--- src/rtl/la_pkg.sv ---
// ----------------------------------------------------------------------------
// la_pkg
// Types and constants shared by the logic-analyzer blocks.
//   trig_kind_e  - per-channel trigger mode, 2-bit encoding
//   cap_state_e  - capture engine state
//   chan_hit()   - evaluates one channel's trigger mode on two
//                  consecutive samples
// ----------------------------------------------------------------------------
package la_pkg;

    localparam int NUM_CHANNELS    = 16;
    localparam int PRESCALER_WIDTH = 29;

    typedef enum logic [1:0] {
        TRIG_NONE   = 2'b00,  // channel ignored by the trigger
        TRIG_RISE   = 2'b01,
        TRIG_FALL   = 2'b10,
        TRIG_EITHER = 2'b11
    } trig_kind_e;

    typedef enum logic [2:0] {
        ST_IDLE,
        ST_PRE,
        ST_WAIT,
        ST_POST,
        ST_DONE
    } cap_state_e;

    // True when the transition prev -> cur matches the channel's mode.
    function automatic logic chan_hit(trig_kind_e kind, logic prev, logic cur);
        case (kind)
            TRIG_RISE:   return !prev && cur;
            TRIG_FALL:   return prev && !cur;
            TRIG_EITHER: return prev ^ cur;
            default:     return 1'b0;
        endcase
    endfunction

endpackage

--- src/rtl/capture_engine_if.sv ---
// ----------------------------------------------------------------------------
// capture_engine_if
// Control, probe and readout signals of the capture engine.
//   arm               - single-cycle start pulse
//   PRESCALING_FACTOR - clocks per sample (0 behaves as 1)
//   TRIGGER_KIND      - per-channel trigger mode
//   probe             - asynchronous probe lines
//   rd_addr / rd_data - readout port, 0 = oldest sample, 1-cycle latency
//   busy / triggered / done - capture status
// master: the controller side; slave: the capture engine.
// ----------------------------------------------------------------------------
interface capture_engine_if
    import la_pkg::*;
#(
    parameter int DEPTH = 256
);
    localparam int ADDR_W = $clog2(DEPTH);

    logic                       arm;
    logic [PRESCALER_WIDTH-1:0] PRESCALING_FACTOR;
    trig_kind_e                 TRIGGER_KIND [NUM_CHANNELS-1:0];
    logic [NUM_CHANNELS-1:0]    probe;
    logic [ADDR_W-1:0]          rd_addr;
    logic [NUM_CHANNELS-1:0]    rd_data;
    logic                       busy;
    logic                       triggered;
    logic                       done;

    modport master (
        output arm, PRESCALING_FACTOR, TRIGGER_KIND, probe, rd_addr,
        input  rd_data, busy, triggered, done
    );

    modport slave (
        input  arm, PRESCALING_FACTOR, TRIGGER_KIND, probe, rd_addr,
        output rd_data, busy, triggered, done
    );

endinterface

--- src/rtl/sample_ram.sv ---
// ----------------------------------------------------------------------------
// sample_ram
// Simple dual-port sample store, DEPTH x WIDTH.
//   clk, rst          - clock, async active-high reset (read register only)
//   wr_en/wr_addr/wr_data - write port
//   rd_addr / rd_data - registered read port, 1-cycle latency
// ----------------------------------------------------------------------------
module sample_ram
    import la_pkg::*;
#(
    parameter int DEPTH = 256,
    parameter int WIDTH = NUM_CHANNELS,
    parameter int AW    = $clog2(DEPTH)
) (
    input  logic             clk,
    input  logic             rst,
    input  logic             wr_en,
    input  logic [AW-1:0]    wr_addr,
    input  logic [WIDTH-1:0] wr_data,
    input  logic [AW-1:0]    rd_addr,
    output logic [WIDTH-1:0] rd_data
);

    logic [WIDTH-1:0] mem [DEPTH];

    // NOTE: the array has no reset so it maps onto block RAM; its contents
    // are meaningless until written by a capture.
    always_ff @(posedge clk) begin
        if (wr_en) begin
            mem[wr_addr] <= wr_data;
        end
    end

    always_ff @(posedge clk or posedge rst) begin
        if (rst) begin
            rd_data <= '0;
        end else begin
            rd_data <= mem[rd_addr];
        end
    end

endmodule

--- src/rtl/capture_engine.sv ---
// ----------------------------------------------------------------------------
// capture_engine
// Sampling and trigger back-end of the logic analyzer. On arm it samples the
// synchronized probes at the prescaled rate, keeps PRE_SAMPLES of history,
// waits for the programmed trigger, records the post-trigger window and then
// serves the buffer oldest-first on the read port.
//   clk, rst - clock, async active-high reset
//   bus      - capture_engine_if.slave (arm, settings, probes, readout, status)
// ----------------------------------------------------------------------------
module capture_engine
    import la_pkg::*;
#(
    parameter int DEPTH       = 256,
    parameter int PRE_SAMPLES = 64
) (
    input  logic               clk,
    input  logic               rst,
    capture_engine_if.slave    bus
);

    localparam int AW           = $clog2(DEPTH);
    localparam int CW           = AW + 1;
    localparam int PW           = PRESCALER_WIDTH;
    localparam int POST_SAMPLES = DEPTH - PRE_SAMPLES;

    cap_state_e              state, state_nxt;
    logic [NUM_CHANNELS-1:0] sync_meta, sync_q, prev_sample;
    logic [PW-1:0]           factor_q, presc_cnt;
    trig_kind_e              kind_q [NUM_CHANNELS-1:0];
    logic [AW-1:0]           wr_ptr, trig_ptr, rd_phys;
    logic [CW-1:0]           fill_cnt;   // samples written in PRE or POST
    logic                    triggered_q;

    logic busy_int, arm_ok, tick, wr_en;
    logic trig_hit, any_armed, trig_cond;

    assign busy_int = (state == ST_PRE) || (state == ST_WAIT) || (state == ST_POST);
    assign arm_ok   = bus.arm && ((state == ST_IDLE) || (state == ST_DONE));
    assign tick     = busy_int && (presc_cnt == '0);

    // Two-flop probe synchronizer.
    // NOTE: clocked state uses non-blocking assignments so every flop samples
    // the values from before the edge, making the two stages a true shift.
    always_ff @(posedge clk or posedge rst) begin
        if (rst) begin
            sync_meta <= '0;
            sync_q    <= '0;
        end else begin
            sync_meta <= bus.probe;
            sync_q    <= sync_meta;
        end
    end

    // Trigger detector. With every channel at don't-care the condition is
    // forced true so the first WAIT tick fires.
    always_comb begin
        trig_hit  = 1'b0;
        any_armed = 1'b0;
        for (int ch = 0; ch < NUM_CHANNELS; ch++) begin
            if (kind_q[ch] != TRIG_NONE) begin
                any_armed = 1'b1;
            end
            if (chan_hit(kind_q[ch], prev_sample[ch], sync_q[ch])) begin
                trig_hit = 1'b1;
            end
        end
        trig_cond = any_armed ? trig_hit : 1'b1;
    end

    // FSM: state register.
    always_ff @(posedge clk or posedge rst) begin
        if (rst) begin
            state <= ST_IDLE;
        end else begin
            state <= state_nxt;
        end
    end

    // FSM: next state and write strobe.
    // NOTE: every output of this block gets a default first, so no path can
    // leave one unassigned and infer a latch.
    always_comb begin
        state_nxt = state;
        wr_en     = 1'b0;
        case (state)
            ST_IDLE: begin
                if (arm_ok) state_nxt = ST_PRE;
            end
            ST_PRE: begin
                if (tick) begin
                    wr_en = 1'b1;
                    if (fill_cnt == CW'(PRE_SAMPLES - 1)) state_nxt = ST_WAIT;
                end
            end
            ST_WAIT: begin
                if (tick) begin
                    wr_en = 1'b1;
                    if (trig_cond) state_nxt = (POST_SAMPLES == 1) ? ST_DONE : ST_POST;
                end
            end
            ST_POST: begin
                if (tick) begin
                    wr_en = 1'b1;
                    if (fill_cnt == CW'(POST_SAMPLES - 1)) state_nxt = ST_DONE;
                end
            end
            ST_DONE: begin
                if (arm_ok) state_nxt = ST_PRE;
            end
            default: state_nxt = ST_IDLE;
        endcase
    end

    // Settings latch, prescaler, pointers and trigger bookkeeping.
    always_ff @(posedge clk or posedge rst) begin
        if (rst) begin
            factor_q    <= '0;
            presc_cnt   <= '0;
            wr_ptr      <= '0;
            trig_ptr    <= '0;
            fill_cnt    <= '0;
            prev_sample <= '0;
            triggered_q <= 1'b0;
            for (int ch = 0; ch < NUM_CHANNELS; ch++) begin
                kind_q[ch] <= TRIG_NONE;
            end
        end else if (arm_ok) begin
            factor_q    <= (bus.PRESCALING_FACTOR == '0) ? PW'(1) : bus.PRESCALING_FACTOR;
            kind_q      <= bus.TRIGGER_KIND;
            presc_cnt   <= '0;
            wr_ptr      <= '0;
            fill_cnt    <= '0;
            triggered_q <= 1'b0;
        end else if (busy_int) begin
            presc_cnt <= (presc_cnt == factor_q - PW'(1)) ? '0 : presc_cnt + PW'(1);
            if (tick) begin
                prev_sample <= sync_q;
                wr_ptr      <= wr_ptr + 1'b1;
                case (state)
                    ST_PRE: begin
                        fill_cnt <= (fill_cnt == CW'(PRE_SAMPLES - 1)) ? '0 : fill_cnt + 1'b1;
                    end
                    ST_WAIT: begin
                        if (trig_cond) begin
                            trig_ptr    <= wr_ptr;
                            triggered_q <= 1'b1;
                            fill_cnt    <= CW'(1);  // trigger sample opens the post window
                        end
                    end
                    ST_POST: begin
                        fill_cnt <= fill_cnt + 1'b1;
                    end
                    default: ;
                endcase
            end
        end
    end

    // Logical read index 0 is the oldest kept sample, PRE_SAMPLES before
    // the trigger; the subtraction wraps modulo DEPTH.
    assign rd_phys = trig_ptr - AW'(PRE_SAMPLES) + bus.rd_addr;

    sample_ram #(
        .DEPTH (DEPTH),
        .WIDTH (NUM_CHANNELS)
    ) u_ram (
        .clk     (clk),
        .rst     (rst),
        .wr_en   (wr_en),
        .wr_addr (wr_ptr),
        .wr_data (sync_q),
        .rd_addr (rd_phys),
        .rd_data (bus.rd_data)
    );

    assign bus.busy      = busy_int;
    assign bus.triggered = triggered_q;
    assign bus.done      = (state == ST_DONE);

endmodule

--- src/flat_wrapper.sv ---
// flat-port wrapper written by rule: the top's interface ports become plain ports
module capture_engine_flat import la_pkg::*;
#(
    parameter int DEPTH       = 256,
    parameter int PRE_SAMPLES = 64
)
  (clk, rst, bus_arm, bus_PRESCALING_FACTOR, bus_TRIGGER_KIND, bus_probe, bus_rd_addr, bus_rd_data, bus_busy, bus_triggered, bus_done);
  capture_engine_if #(.DEPTH(DEPTH)) bus_i ();
  input  logic clk;
  input  logic rst;
  input wire logic [$bits(bus_i.arm)-1:0] bus_arm;
  input wire logic [$bits(bus_i.PRESCALING_FACTOR)-1:0] bus_PRESCALING_FACTOR;
  input wire logic [$bits(bus_i.TRIGGER_KIND)-1:0] bus_TRIGGER_KIND;
  input wire logic [$bits(bus_i.probe)-1:0] bus_probe;
  input wire logic [$bits(bus_i.rd_addr)-1:0] bus_rd_addr;
  output wire logic [$bits(bus_i.rd_data)-1:0] bus_rd_data;
  output wire logic [$bits(bus_i.busy)-1:0] bus_busy;
  output wire logic [$bits(bus_i.triggered)-1:0] bus_triggered;
  output wire logic [$bits(bus_i.done)-1:0] bus_done;
  assign bus_i.arm = bus_arm;
  assign bus_i.PRESCALING_FACTOR = bus_PRESCALING_FACTOR;
  assign bus_i.TRIGGER_KIND = {>>{bus_TRIGGER_KIND}};
  assign bus_i.probe = bus_probe;
  assign bus_i.rd_addr = bus_rd_addr;
  assign bus_rd_data = bus_i.rd_data;
  assign bus_busy = bus_i.busy;
  assign bus_triggered = bus_i.triggered;
  assign bus_done = bus_i.done;
  capture_engine #(.DEPTH(DEPTH), .PRE_SAMPLES(PRE_SAMPLES)) u_core (.clk(clk), .rst(rst), .bus(bus_i));
endmodule
--- config.mk ---
export PLATFORM = sky130hd
export DESIGN_NAME = capture_engine_flat
export DESIGN_NICKNAME = d
export VERILOG_FILES = /design/src/rtl/la_pkg.sv /design/src/rtl/capture_engine_if.sv /design/src/rtl/sample_ram.sv /design/src/rtl/capture_engine.sv /design/src/flat_wrapper.sv
export SDC_FILE = /design/constraint.sdc
export NUM_CORES = 2
export LEC_CHECK = 0
export ABC_AREA = 1
export CAP_MARGIN = 20
export CORE_MARGIN = 2
export CORE_UTILIZATION = 40
export DETAILED_ROUTE_END_ITERATION = 6
export HOLD_SLACK_MARGIN = 0.1
export SLEW_MARGIN = 25
export SYNTH_ARGS = -nofsm -noshare
export SYNTH_HDL_FRONTEND = slang
export SYNTH_SLANG_ARGS = --single-unit
--- constraint.sdc ---
create_clock -name clk -period 7.35 [get_ports clk]
set_input_delay 1.1025 -clock clk [delete_from_list [all_inputs] [get_ports clk]]
set_output_delay 1.1025 -clock clk [all_outputs]
set_load 0.02 [all_outputs]
Yosys cells after proc, flatten, opt, wreduce, memory -nomap -nowiden
Memory sizes are Yosys's and may differ from the RTL's. A register that Yosys moved wholly into a read port is not among the register bits. Cells that the tools add are included. Widths: inputs -> output; s select.

Logic and storage cells: 293. Latch bits: 0. Memory bits (writable): 4096. Register bits after elaboration: 167. Output and inout bits: 19. ROM bits: 0. Memories: 1.

Memories: u_core.u_ram.mem (depth 256, bits a word 16, rd ports 1, clocked after memory_dff 1, wr ports 1, line sample_ram.sv:24) `logic [WIDTH-1:0] mem [DEPTH];`.

Bitwise operators: 17. Add/subtract/negate cells: 6. Mux-type cells: 79. Shift-type cells: 0. Reduce and logical (&&, ||, !) cells: 101. $lt $le $gt $ge: 0. Equal/unequal tests: 63. Multipliers: 0. Div/mod/pow operators: 0.

Operators by type and width (number): $mux 29 (4); $eq 2x2->1 const B (32); $logic_not 29->1 (2); $pmux 1 s3 (16); $mux 9 (5); $mux 1 (42); $reduce_bool 2->1 (20); $logic_and 1x1->1 (34); $eq 2x1->1 const B (16); $logic_not 1->1 (32); $add 29x1->29 const B (1); $eq 29x29->1 (1); $sub 29x1->29 const B (1); $pmux 9 s3 (1); $mux 8 (3); $mux 3 (7); $xor 1x1->1 (16); $pmux 3 s4 (1); $ne 2x1->1 const B (5); $add 9x1->9 const B (1); $eq 9x6->1 const B (1); $eq 9x8->1 const B (1); $add 8x1->8 const B (1); $add 8x8->8 (1); other kinds (17) (22).

Logic depth before layout (Yosys ltp)
Word-level depth: 25. Depth in mapped cells: 16. Depth with buffers taken out: 16.

Modules after synthesis
From an unflattened synthesis, not the netlist that was laid out.

Cells, all modules: 14830. Area total of the unflattened synthesis: 175500.8 sq um.

Modules (own cells, without submodules): sample_ram (cells each 13618, instances 1, area an instance 165852.8 sq um, sequential area each 123398.3 sq um); capture_engine (cells each 1212, instances 1, area an instance 9648.0 sq um, sequential area each 4179.0 sq um).

Least setup slack after synthesis
OpenSTA, ideal clock, no wires.

Kind: reg2reg. From: register u_core.sync_q[10]. To: register u_core.triggered_q (netlist: u_core.bus.triggered). Cell stages (with the launch flop): 12. Data arrival time: 4.789 ns. Path slack: 2.423 ns. Clock period less this slack: 4.927 ns. Setup time: 0.138 ns. Path through: dfrtp_1 > inv_1 > ha_1 > o21ai_0 > a32oi_1 > nor2_1 > nand2_1 > nor2_1 > nand3_1 > nand3_2 > buf_1 > a21oi_1.

Longest elaborated chain between the ends: 12.

Ends and longest elaborated chain: start: declaration (line capture_engine.sv:27) `logic [NUM_CHANNELS-1:0] sync_meta, sync_q, prev_sample;`; start signal: assignment (line capture_engine.sv:50) `sync_q <= sync_meta;`; $logic_not 1->1 (line la_pkg.sv:33) `TRIG_FALL: return prev && !cur;`; $logic_and 1x1->1 (line la_pkg.sv:33); $pmux 1 s3 (*) (line la_pkg.sv:31) `case (kind)`; $mux 1 (*) (6 in series) (line capture_engine.sv:63) `if (chan_hit(kind_q[ch], prev_sample[ch], sync_q[ch])) begin`; $mux 1 (*) (line capture_engine.sv:67) `trig_cond = any_armed ? trig_hit : 1'b1;`; $reduce_bool 2->1 (no line) (*); $reduce_and 4->1 (no line) (*); end signal: assignment (line capture_engine.sv:123) `triggered_q <= 1'b0;`; end signal: assignment (line capture_engine.sv:133) `triggered_q <= 1'b0;`; end signal: assignment (line capture_engine.sv:146) `triggered_q <= 1'b1;`; end: declaration (line capture_engine.sv:32) `logic triggered_q;`.

Mark *: on every way between the ends. The rest lies on a longest branch, timed or not. A chain may end at the register's enable or synchronous reset.

Worst setup path in the final report
From: input bus_rd_addr[1]. To: register u_core.u_ram.rd_data[12], read port of u_core.u_ram.mem.

Longest elaborated chain between the ends: 1.

Ends and longest elaborated chain: start: declaration (line flat_wrapper.sv:15) `input wire logic [$bits(bus_i.rd_addr)-1:0] bus_rd_addr;`; $add 8x8->8 (line capture_engine.sv:161) `assign rd_phys = trig_ptr - AW'(PRE_SAMPLES) + bus.rd_addr;`; end: declaration (line sample_ram.sv:21) `output logic [WIDTH-1:0] rd_data`.

Every way passes these cells.

==> impl_metrics.toml <==
[cts]
cts_root_buf = "clkbuf_16"
numClockSinks = 4279
cts_tree = "done"
cts_resized = 0
clk_pin_slew_worst_paths_ps = 60
clockBufferDepth = 4
cts_buffers = 427
htree_levels = 5
hold_buffers = 0
post_cts_buffers = 0
clkLatencyLatePin_ps = 1030

[worst_setup_path]
crit_start = "bus_rd_addr[1]"
cp.arrival_ps = 6160
end_kind = "flip-flop"
rr_endpoint = "u_core.u_ram.rd_data[12]"
r2r_slack_ps = 2170
path_max_fanout = 81
slowest_delay_ps = 710
r2r_cells = 14
crit_top_cell = "nand3_1"
slowest_stage = "buf_4"
cp-start-kind = "primary input"
timing.critical_path.to = "u_core.u_ram.rd_data[12]"
worstPathCellList = "clkdlybuf4s50_1 -> ha_1 -> ha_4 -> inv_1 -> fa_4 -> xnor2_2 -> inv_8 -> buf_4 -> buf_4 -> nand3_1 -> nand3_1 -> a21o_1 -> nand3_1 -> nand3_1 -> nand2_1"
crit_type = "in -> reg"
r2r-start = "u_core.trig_ptr[1]"
critPathRequiredTime_ps = 8230

[min_path]
hold_path_class = "reg -> reg"
worst_hold_startpoint = "u_core.sync_meta[0]"

[synth]
syn-instance-count = 14800
ys_types = 46
synth_area_per_cell_sq_um = 11.8
synth-seq-cells = 4279
yosysSeqAreaShare_pct = 73.0
yosysMostFrequentCell = "edfxtp_1"
synth_area_sq_um = 175000
synth_top_area_share_pct = 70.3
yosys-top-cells-area = "edfxtp_1 (70%), nand3_1 (8.9%), nand2_1 (7.9%)"
synthFlopType = "edfxtp_1"
synth_edf_count = 4096
yosys_warnings = 0
synth.largest_area_cell = "edfxtp_1"
synth_fp_nets = 15000
async_flop_share_pct = 4.28
synth_common_cells = "edfxtp_1 (4,096), nand2_1 (3,659), nand3_1 (3,125), nor2_1 (886), o21ai_0 (755)"

[drt]
firstDrtPassIters = 6
drtIter0Drc = 15600
wl_per_cell_um = 25.0
drt-total-wl_um = 524000
ant_nets = 0
vias = 117000
drc = 0
routed_via_density = 5.61

[global_routing]
antenna_found_initial = 21
grt_start_max_net_pins = 165
grt_overflow = 0
grt_pass1_vias = 109000
grt_pass1_wl_um = 760000
gr-usage-all-layers_pct = 22.9

[sta]
hold_violations = 0
max-slew-margin-rel_pct = 16.5
drv_slew = 0
skew_ps = 81.5
fin_crit_sh_pct = 71.8
setup_tns_ps = 0
rsz0062_at_grt = "false"
tightest_slew_ps = 1250
fin_crit_ps = 5280
fmax_mhz = 189
setup_viol = 0

[layout]
multiInputGateArea_sq_um = 41900
area_growth_pct = 12.7
fin_cells = 20900
regArea_sq_um = 128000
drive_gt1_share_pct = 7.60
nets = 15000
fillerInstances = 39200

[power]
power_density_nw_per_um2 = 387
leakage_nw = 69.1
ir_worst_vdd_mv = 0.359

[placed_design]
gp_congestion = 0.893
dp.cells = 20100
hpwl_um = 299000
portBuffers = 106

[flow_run]
drv_cap = 0

[die]
start_util_pct = 40.2
fp.coreArea_sq_um = 435000
die_width_um = 665
fp.dieH_um = 665
die_area_sq_um = 442000
ios = 107
rows = 242

[run_status]
status = "complete, no violations"
==> metal layers <==
metal  share of wire [%]  up-vias  track usage (%)
li1                    -    52800                -
met1                  41    58200             32.9
met2                  46     5611             35.4
met3                 9.0      855             3.49
met4                 4.0        6             8.70
met5              0.0057        -                0
==> kinds of logic (layout without fill, tap and decap cells) <==
family,Yosys count,in the layout,share of synthesized area (%)
simple gates,7812,7812,19.2
flops,4279,4279,73.0
buf+inv,1355,1735,3.29
compound gates,1251,1251,3.81
xor+xnor,60,60,0.305
fa+ha+maj,54,54,0.391
other cells,0,6,0
==> registers in the layout, indices dropped and copies added (netlist names), 8 cells and up <==
signal,count
u_core.u_ram.rd_data,16
u_core.trig_ptr,8
u_core.sync_q,16
u_core.kind_q,32
u_core.presc_cnt,29
u_core.u_ram.mem,4096
u_core.factor_q,29
u_core.prev_sample,16
u_core.wr_ptr,8
u_core.fill_cnt,9
u_core.sync_meta,16
==> cell usage in the layout, fill, tap and decap left out, drive strengths merged, types with 8 or more instances in the layout <==
cell / Yosys / final
edfxtp: 4096 / 4096
clkbuf: 499 / 555
nor4: 13 / 13
ha: 53 / 53
nand3: 3142 / 3142
inv: 376 / 389
a21oi: 195 / 195
nor2: 894 / 894
buf: 479 / 468
nand2: 3665 / 3665
nand4: 41 / 41
nand3b: 10 / 10
xor2: 46 / 46
clkinvlp: 0 / 8
xnor2: 14 / 14
o21ai: 772 / 772
bufinv: 0 / 28
clkdlybuf4s50: 0 / 106
dfrtp: 183 / 183
clkinv: 1 / 181
a21o: 9 / 9
o22ai: 256 / 256
nor3: 42 / 42
==> critical path, delay by kind of cell <==
| kind | cells | cell delay, ps |
|---|---|---|
| buffers and inverters | 5 | 2030 |
| AND/OR/NAND/NOR | 5 | 1360 |
| adder cells (fa/ha/maj) | 3 | 970 |
| XOR/XNOR | 1 | 260 |
| AO/OA/AOI/OAI | 1 | 250 |
==> final cells by class <==
cell class,instances,share of cell area (%)
multi-input cells,9177,21.3
repair buffers,574,2.75
inverters,377,0.745
well taps,5734,3.64
diodes,6,0.00762
clock buffers,555,5.82
clock inverters,229,1.00
flip-flops and latches,4279,64.8
==> stage by stage <==
stage / cell area [sq um] / util, % / power [mW] / setup WS [ps] / hold WS (ps)
2_1_floorplan: 175000 / - / 45.2 / 1280 / 331
3_3_place_gp: 184000 / 42.2 / 55.2 / 1170 / 333
3_5_place_dp: 184000 / 42.2 / 55.3 / 1230 / 335
4_1_cts: 197000 / 45.3 / 76.3 / 2270 / 346
5_1_grt: 197000 / 45.3 / 79.7 / 2150 / 354
6_report: 197000 / 45.3 / 76.3 / 2070 / 347
==> where the power goes <==
part | total, mW | switching [mW] | leakage, nW | internal [mW]
registers | 27.7 | 0.587 | 39.1 | 27.1
clock network | 21.3 | 9.33 | 6.54 | 12.0
logic | 27.3 | 20.0 | 23.4 | 7.31
==> how the worst min path moves through the flow <==
stage,slack (ps),to,cells past startpoint
detailed placement,330,u_core.sync_q[13],0
CTS,350,u_core.sync_q[2],0
global route,350,u_core.sync_q[8],0
finish,350,u_core.sync_q[0],0
global placement,330,u_core.sync_q[8],0
floorplan,330,u_core.sync_q[0],0
(Power assumes the default switching activity.)
